<file path="config.mk">
export PLATFORM = sky130hd
export DESIGN_NAME = collatz_sweep
export DESIGN_NICKNAME = d
export VERILOG_FILES = /design/src/rtl/collatz_pkg.sv /design/src/rtl/collatz_best_tracker.sv /design/src/rtl/collatz_sweep.sv
export SDC_FILE = /design/constraint.sdc
export NUM_CORES = 1
export LEC_CHECK = 0
export CAP_MARGIN = 20
export CORE_AREA = 2 2 153 155
export DETAILED_ROUTE_END_ITERATION = 7
export DIE_AREA = 0 0 155 157
export GPL_ROUTABILITY_DRIVEN = 0
export PLACE_DENSITY_LB_ADDON = 0.2
export SLEW_MARGIN = 25
export SYNTH_ARGS = -nofsm -noshare
export SYNTH_HDL_FRONTEND = slang
export SYNTH_SLANG_ARGS = --single-unit
</file>
<file path="constraint.sdc">
create_clock -name clk -period 3.2 [get_ports clk]
set_input_delay 0.8 -clock clk [delete_from_list [all_inputs] [get_ports clk]]
set_output_delay 0.8 -clock clk [all_outputs]
set_load 0.01 [all_outputs]
</file>
<file path="src/rtl/collatz_pkg.sv">
// Shared types and default sizes for the Collatz sweep controller and its best-value tracker.
package collatz_pkg;

  typedef enum logic [2:0] {
    ST_IDLE,
    ST_LOAD,
    ST_WAIT,
    ST_RUN,
    ST_UPDATE,
    ST_DONE
  } state_t;

  localparam int DEF_WIDTH     = 32;
  localparam int DEF_CNT_W     = 16;
  localparam int DEF_MAX_STEPS = 1000;

endpackage

</file>
<file path="src/rtl/collatz_best_tracker.sv">
// Keeps the start value with the longest trajectory seen in the current sweep.
module collatz_best_tracker import collatz_pkg::*; #(
  parameter int WIDTH = DEF_WIDTH,
  parameter int CNT_W = DEF_CNT_W
) (
  input  logic             clk,
  input  logic             reset_n,
  input  logic             clear,
  input  logic             update,
  input  logic [WIDTH-1:0] n,
  input  logic [CNT_W-1:0] steps,
  output logic [WIDTH-1:0] best_n,
  output logic [CNT_W-1:0] best_steps
);

  logic [WIDTH-1:0] r_bestN;
  logic [CNT_W-1:0] r_bestSteps;
  logic             r_first;
  logic             w_take;

  // Strict greater-than keeps the smaller n on ties, since values arrive in increasing order.
  assign w_take = r_first || (steps > r_bestSteps);

  always_ff @(posedge clk or negedge reset_n) begin
    if (!reset_n) begin
      r_bestN     <= '0;
      r_bestSteps <= '0;
      r_first     <= 1'b1;
    end else if (clear) begin
      r_bestN     <= '0;
      r_bestSteps <= '0;
      r_first     <= 1'b1;
    end else if (update) begin
      if (w_take) begin
        r_bestN     <= n;
        r_bestSteps <= steps;
      end
      r_first <= 1'b0;
    end
  end

  assign best_n     = r_bestN;
  assign best_steps = r_bestSteps;

endmodule

</file>
<file path="src/rtl/collatz_sweep.sv">
// Sweep controller: runs the iterate-until-one engine over an inclusive range and reports the longest trajectory.
module collatz_sweep import collatz_pkg::*; #(
  parameter int WIDTH     = DEF_WIDTH,
  parameter int CNT_W     = DEF_CNT_W,
  parameter int MAX_STEPS = DEF_MAX_STEPS
) (
  input  logic             clk,
  input  logic             reset_n,
  input  logic             start,
  input  logic [WIDTH-1:0] start_n,
  input  logic [WIDTH-1:0] end_n,
  output logic             busy,
  output logic             finished,
  output logic             timeout,
  output logic [WIDTH-1:0] cur_n,
  output logic [WIDTH-1:0] best_n,
  output logic [CNT_W-1:0] best_steps,
  output logic             it_go,
  output logic [WIDTH-1:0] it_n,
  input  logic [WIDTH-1:0] it_dout,
  input  logic             it_done
);

  localparam logic [CNT_W-1:0] MAX_CNT = CNT_W'(MAX_STEPS);
  localparam logic [WIDTH-1:0] ONE_N   = WIDTH'(1);

  state_t           r_state;
  state_t           w_nextState;
  logic [WIDTH-1:0] r_curN;
  logic [WIDTH-1:0] r_hi;
  logic [CNT_W-1:0] r_cnt;
  logic [CNT_W-1:0] r_steps;
  logic             r_timeout;
  logic [WIDTH-1:0] w_lo;
  logic             w_empty;
  logic             w_accept;
  logic             w_clearBest;
  logic             w_update;
  logic             w_itGo;

  // Zero is not a valid Collatz start, so the range is clamped to begin at 1.
  assign w_lo    = (start_n == '0) ? ONE_N : start_n;
  assign w_empty = (w_lo > end_n);

  always_ff @(posedge clk or negedge reset_n) begin
    if (!reset_n) begin
      r_state <= ST_IDLE;
    end else begin
      r_state <= w_nextState;
    end
  end

  always_comb begin
    w_nextState = r_state;
    w_accept    = 1'b0;
    w_clearBest = 1'b0;
    w_update    = 1'b0;
    w_itGo      = 1'b0;
    case (r_state)
      ST_IDLE, ST_DONE: begin
        if (start) begin
          w_accept    = 1'b1;
          w_clearBest = 1'b1;
          w_nextState = w_empty ? ST_DONE : ST_LOAD;
        end
      end
      ST_LOAD: begin
        w_itGo      = 1'b1;
        w_nextState = ST_WAIT;
      end
      // The engine never raises done for n = 1, so that case skips RUN entirely.
      ST_WAIT: begin
        w_nextState = (it_dout == ONE_N) ? ST_UPDATE : ST_RUN;
      end
      ST_RUN: begin
        if (it_done || (r_cnt == MAX_CNT)) begin
          w_nextState = ST_UPDATE;
        end
      end
      ST_UPDATE: begin
        w_update    = 1'b1;
        w_nextState = (r_curN == r_hi) ? ST_DONE : ST_LOAD;
      end
      default: begin
        w_nextState = ST_IDLE;
      end
    endcase
  end

  always_ff @(posedge clk or negedge reset_n) begin
    if (!reset_n) begin
      r_curN    <= '0;
      r_hi      <= '0;
      r_cnt     <= '0;
      r_steps   <= '0;
      r_timeout <= 1'b0;
    end else begin
      case (r_state)
        ST_IDLE, ST_DONE: begin
          if (w_accept) begin
            r_hi      <= end_n;
            r_timeout <= 1'b0;
            if (!w_empty) begin
              r_curN <= w_lo;
            end
          end
        end
        ST_WAIT: begin
          if (it_dout == ONE_N) begin
            r_steps <= '0;
          end else begin
            r_cnt <= CNT_W'(1);
          end
        end
        ST_RUN: begin
          if (it_done) begin
            r_steps <= r_cnt;
          end else if (r_cnt == MAX_CNT) begin
            r_steps   <= MAX_CNT;
            r_timeout <= 1'b1;
          end else begin
            r_cnt <= r_cnt + CNT_W'(1);
          end
        end
        // Compare before incrementing so an all-ones upper bound cannot wrap.
        ST_UPDATE: begin
          if (r_curN != r_hi) begin
            r_curN <= r_curN + ONE_N;
          end
        end
        default: begin
        end
      endcase
    end
  end

  collatz_best_tracker #(
    .WIDTH(WIDTH),
    .CNT_W(CNT_W)
  ) u_bestTracker (
    .clk       (clk),
    .reset_n   (reset_n),
    .clear     (w_clearBest),
    .update    (w_update),
    .n         (r_curN),
    .steps     (r_steps),
    .best_n    (best_n),
    .best_steps(best_steps)
  );

  assign busy     = (r_state == ST_LOAD) || (r_state == ST_WAIT) ||
                    (r_state == ST_RUN)  || (r_state == ST_UPDATE);
  assign finished = (r_state == ST_DONE);
  assign timeout  = r_timeout;
  assign cur_n    = r_curN;
  assign it_go    = w_itGo;
  assign it_n     = r_curN;

endmodule

</file>
Word level (Yosys, flattened, before mapping)
Index checks and enable logic that the tools add are counted.

storage, ports and cells
  register bits = 149
  latch bits = 0
  memory bits (writable) = 0
  memory bits (read-only) = 0
  input bits = 100
  output and inout bits = 116
  logic and storage cells = 88
  memories kept = 0

cells by class
  add/subtract/negate cells = 2
  $mul = 0
  div/mod/pow operators = 0
  order comparisons = 2
  equal/unequal tests = 20
  shifts and indexed selects = 0
  mux-type cells = 35
  bitwise logic cells = 0
  reduce and logical (&&, ||, !) cells = 20

operators by type and width
  operator                                                count
  2-to-1 mux 32 bit                                       7
  2-to-1 mux 16 bit                                       9
  case mux 16 bit (2 select lines)                        2
  case mux 32 bit (2 select lines)                        1
  adder 32 x 1 -> 32 bit (second input constant)          1
  equality test 32 x 1 -> 1 bit (second input constant)   1
  equality test 32 bit                                    1
  > comparator 32 bit                                     1
  logical NOT 32 bit                                      1
  != test 32 bit                                          1
  != test 2 bit (second input constant)                   9
  adder 16 x 1 -> 16 bit (second input constant)          1
  equality test 16 x 10 -> 1 bit (second input constant)  1
  > comparator 16 bit                                     1
  2-to-1 mux 3 bit                                        5
  case mux 3 bit (5 select lines)                         1
  AND reduction 4 bit                                     3
  nonzero test 2 bit                                      5
  2-to-1 mux 1 bit                                        9
  equality test 3 x 2 -> 1 bit (second input constant)    2
  equality test 3 bit (second input constant)             2
  AND reduction 2 bit                                     3
  logical OR 1 bit                                        5
  equality test 3 x 1 -> 1 bit (second input constant)    1
  other kinds (6)                                         6

Depth between registers and ports, before layout
  word-level depth = 6
  depth in mapped cells = 14
  depth with buffers taken out = 12

By module
A second synthesis with hierarchy kept.

second synthesis, totals
  cell total of the unflattened synthesis = 900
  area total of the unflattened synthesis = 8829.7 µm²

by module, submodules not included
  module                instances  cells each  area an instance (µm²)  sequential area each (µm²)
  collatz_sweep         1          728         6627.6                  2502.4
  collatz_best_tracker  1          172         2202.1                  1227.4

Least setup slack after synthesis
No wires, ideal clock.

  path type = input to register
  start = input start_n[25]
  end = register r_curN[8], in the netlist cur_n[8]
  setup time = 87 ps
  arrival = 3095 ps
  required time = 3113 ps
  setup slack = 18 ps
  stages = 14
  buffers on the path = 2
  cell sequence = nor4_1 -> nand4_1 -> nor2_1 -> nor2_1 -> ha_1 -> nand4_1 -> nor4_1 -> a211o_1 -> a31oi_1 -> nor3_1 -> clkbuf_1 -> clkbuf_1 -> nand3_1 -> o211ai_1

on the way
  cells in the longest elaborated chain, start to end = 5
  elaborated cells on any way between the ends = 8
  those cells by class = order compare: 1; eq/ne: 1; mux: 4; reduce/logical: 2

RTL lines
  item                                                                               line                                       RTL
  start: declaration                                                                 collatz_sweep.sv:10                        input logic [WIDTH-1:0] start_n,
  logical NOT 32 bit                                                                 collatz_sweep.sv:42                        assign w_lo = (start_n == '0) ? ONE_N : start_n;
  2-to-1 mux 32 bit (*)                                                              collatz_sweep.sv:42
  > comparator 32 bit or 2-to-1 mux 32 bit (tied branches)                           collatz_sweep.sv:43, collatz_sweep.sv:103
  != test 2 bit (no line) or 2-to-1 mux 32 bit (tied branches)                       --
  AND reduction 4 bit (no line) or case mux 32 bit (2 select lines) (tied branches)  --
  end signal: assignment                                                             collatz_sweep.sv:104                       r_curN <= w_lo;
  end signal: assignment                                                             collatz_sweep.sv:128                       r_curN <= r_curN + ONE_N;
  end: declaration                                                                   collatz_sweep.sv:29                        logic [WIDTH-1:0] r_curN;

Mark *: on every way between the ends. The rest lies on a longest branch, timed or not. The select of a mux whose other input is x is not followed.
A chain may end at the register's enable or synchronous reset.

Worst setup path after layout
  start = input start_n[1]
  end = register r_curN[1], in the netlist cur_n[1]

The elaborated chain is that of the path after synthesis.

==> results.toml <==
[power_and_ir_drop]
p_leak_nw = 5.969
p_sw_mw = 4.689
combPwrFrac_pct = 50.1
power_density_nw_per_um2 = 890.0
swShare_pct = 42.65
irDropWorstVdd_mv = 0.4626
seq_power_share_pct = 31.7
intPower_mw = 6.305
pwr-share-clk_pct = 18.2

[final_layout]
antenna_cells = 0
fin_nets = 1381
syn2layout_area_growth_pct = 38.50
drive_gt1_share_pct = 14.48
utilization_pct = 54.89

[status]
status = "finished with violations"
violations = "negative setup slack"

[clock_tree]
hold_buffers = 0
cts_root_buffer = "clkbuf_16"
clk_latency_ns = 0.43
tritoncts = "done"
cts_buffers = 17
ctsHtreeMaxLevel = 4
clkTransAtPathRegs_ns = 0.07
cts_buffer_depth = 2
cts_sinks = 149

[route]
viasPerCell = 5.446
drt-wirelength-per-cell_um = 18.89
routed_wl_um = 28860
ant_nets = 0
drc = 0
drtPass1Iterations = 5
drtIter0Drc = 700
dr_total_vias = 8321

[floorplanning]
io-pin-count = 216
die-area_um2 = 24340
die_height_um = 157
initial_core_util_pct = 39.63
rows = 55
die_x_um = 155
core_area_um2 = 22500

[synth]
synth_flop_cell = "dfrtp_1"
syn_area_per_cell_um2 = 8.848
ys_async_sr_fraction_pct = 100.0
synth_edf_count = 0
ys_seq_elements = 149
synth_cell_type_count = 63
synth_cells = 1008
synth_nets = 1159
ys_warn_count = 0
syn_area_um2 = 8919
yosysSeqAreaShare_pct = 41.82

[setup_path]
cp-end-kind = "flop"
reg2reg_depth = 6
reg2reg_from = "r_state[0]"
reg2reg_slack_ns = 0.32
critPathRequiredTime_ns = 3.51
r2r-end = "cur_n[31]"
worstSetupStartpointType = "primary input"
worstPathMaxFanout = 4
cp.arrival_ns = 3.54
crit_type = "primary input to flop"

[global_route]
first_global_vias = 7944
gr-usage-all-layers_pct = 23.78
grt_max_degree = 56
grt_pass1_wl_um = 44580
antenna_found_initial = 0
grt-ovfl-total = 0

[sta]
fin_crit_sh_pct = 100.8
worst_pin_slew_ns = 0.6821
slew_violations = 0
timing.final.hold_violations = 0
maxSlewHeadroom_pct = 54.48
setup-violations-final = 2
fmax_mhz = 310.1
period_minus_slack_ns = 3.224
clock_skew_ns = 0.009678
layout_setup_ws_ns = -0.02441

[placement]
dpl_worst_slack_ns = -0.8244
portBuffers = 215
place_hpwl_um = 21980

[hold_path]
hp-class = "primary input to async pin"

[job]
cap_violations = 0
## per-layer routing
| metal | vias to the layer above | routed length, um | GRT usage (%) |
|---|---|---|---|
| li1 | 3961 | - | - |
| met1 | 3940 | 13640 | 35.13 |
| met2 | 377 | 12280 | 34.50 |
| met3 | 43 | 2325 | 5.396 |
| met4 | 0 | 612 | 7.319 |
| met5 | - | 0 | 0 |
## power by group through the flow
stage                     registers (mW)  logic, mW  clock network (mW)
after CTS                           3.46       5.43                2.02
after floorplan                     3.32       3.07                   0
after detailed placement            3.49       5.37                   0
after global routing                3.57       6.04                2.11
final                               3.49       5.51                2.00
after global placement              3.48       5.30                   0
## cells by family after synthesis
| family | count (synthesis) | share of synthesized area, % |
|---|---|---|
| simple gates | 305 | 16.75 |
| compound gates | 231 | 16.36 |
| buf+inv | 193 | 9.680 |
| flops | 149 | 41.82 |
| fa+ha+maj | 51 | 7.155 |
| xor+xnor | 46 | 4.517 |
| mux | 33 | 3.718 |
## cells in the final DEF (no fill, tap or decap), drive strengths merged, types with 11 or more instances in the layout
cell type and n:
a21oi 71, a221o 15, a22o 11, and3 21, buf 102, clkbuf 38, clkdlybuf4s50 182, dfrtp 148
ha 51, inv 91, mux2i 32, nand2 123, nand3 17, nand4 29, nor2 41, nor3 16
nor4 28, o21ai 65, o22ai 14, o31ai 12, xor2 40
## how the worst max path moves through the flow
stage,startpoint,cells after the start,slack [ns],to
floorplan,start_n[25],14,0.02,cur_n[8]
global placement,start_n[24],13,-0.68,cur_n[1]
detailed placement,start_n[24],13,-0.82,cur_n[1]
CTS,start_n[6],14,0.0006,cur_n[1]
global route,start_n[1],13,-0.09,cur_n[1]
finish,start_n[1],13,-0.02,cur_n[1]
## state kept, by name (all words and copies together) (netlist names)
name                      flops
cur_n                        32
r_cnt                        16
r_hi                         32
r_state                       3
r_steps                      16
timeout                       1
u_bestTracker.best_n         32
u_bestTracker.best_steps     16
u_bestTracker.r_first         1
## area by class of cell
cell class / instances / area, um2
Tap cell: 285 / 356.6
Clock inverter: 14 / 141.4
Timing Repair Buffer: 311 / 2869
Clock buffer: 18 / 439.2
Inverter: 85 / 319.1
Sequential cell: 149 / 3730
Fill cell: 2032 / 10150
Multi-Input combinational cell: 666 / 4497
## metrics by stage
stage,hold slack (ns),instance area (um2),power (mW),instances,TNS [ns]
after global routing,0.3665,12350,11.72,1528,-1.857
after floorplan,0.4652,8919,6.385,1008,0
after CTS,0.3525,12290,10.91,1526,0
after global placement,0.4795,11590,8.776,1483,-19.79
after detailed placement,0.4842,11590,8.867,1483,-24.37
final,0.3375,12350,10.99,1528,-0.02722
## repair_timing
item | in CTS | in global routing
pin swaps | 14 | 18
gates resized for setup | 36 | 89
setup endpoints to repair | 33 | 33
setup buffers | 11 | 2
## cells in the mapped netlist (28+ instances only)
cell / number / area share (%)
dfrtp_1: 148 / 42
nand2_1: 123 / 5.2
inv_1: 84 / 3.5
a21oi_1: 71 / 4.0
clkbuf_1: 67 / 2.8
o21ai_0: 63 / 3.5
ha_1: 51 / 7.2
nor2_1: 41 / 1.7
xor2_1: 40 / 3.9
buf_4: 34 / 2.9
mux2i_1: 32 / 3.6
nand4_1: 29 / 2.0
nor4_1: 28 / 2.0
## critical path, stage by stage
cell and delay (ns):
dlymetal6s2s_1 0.20, nor4_2 0.34, nand4_1 0.14, nor2_1 0.12, nor2_1 0.07, ha_1 0.29, nand4_1 0.14, nor4_2 0.34
a211o_1 0.22, a31oi_4 0.05, nor3_4 0.30, and2_4 0.23, mux2_4 0.30
(Power assumes the default switching activity.)
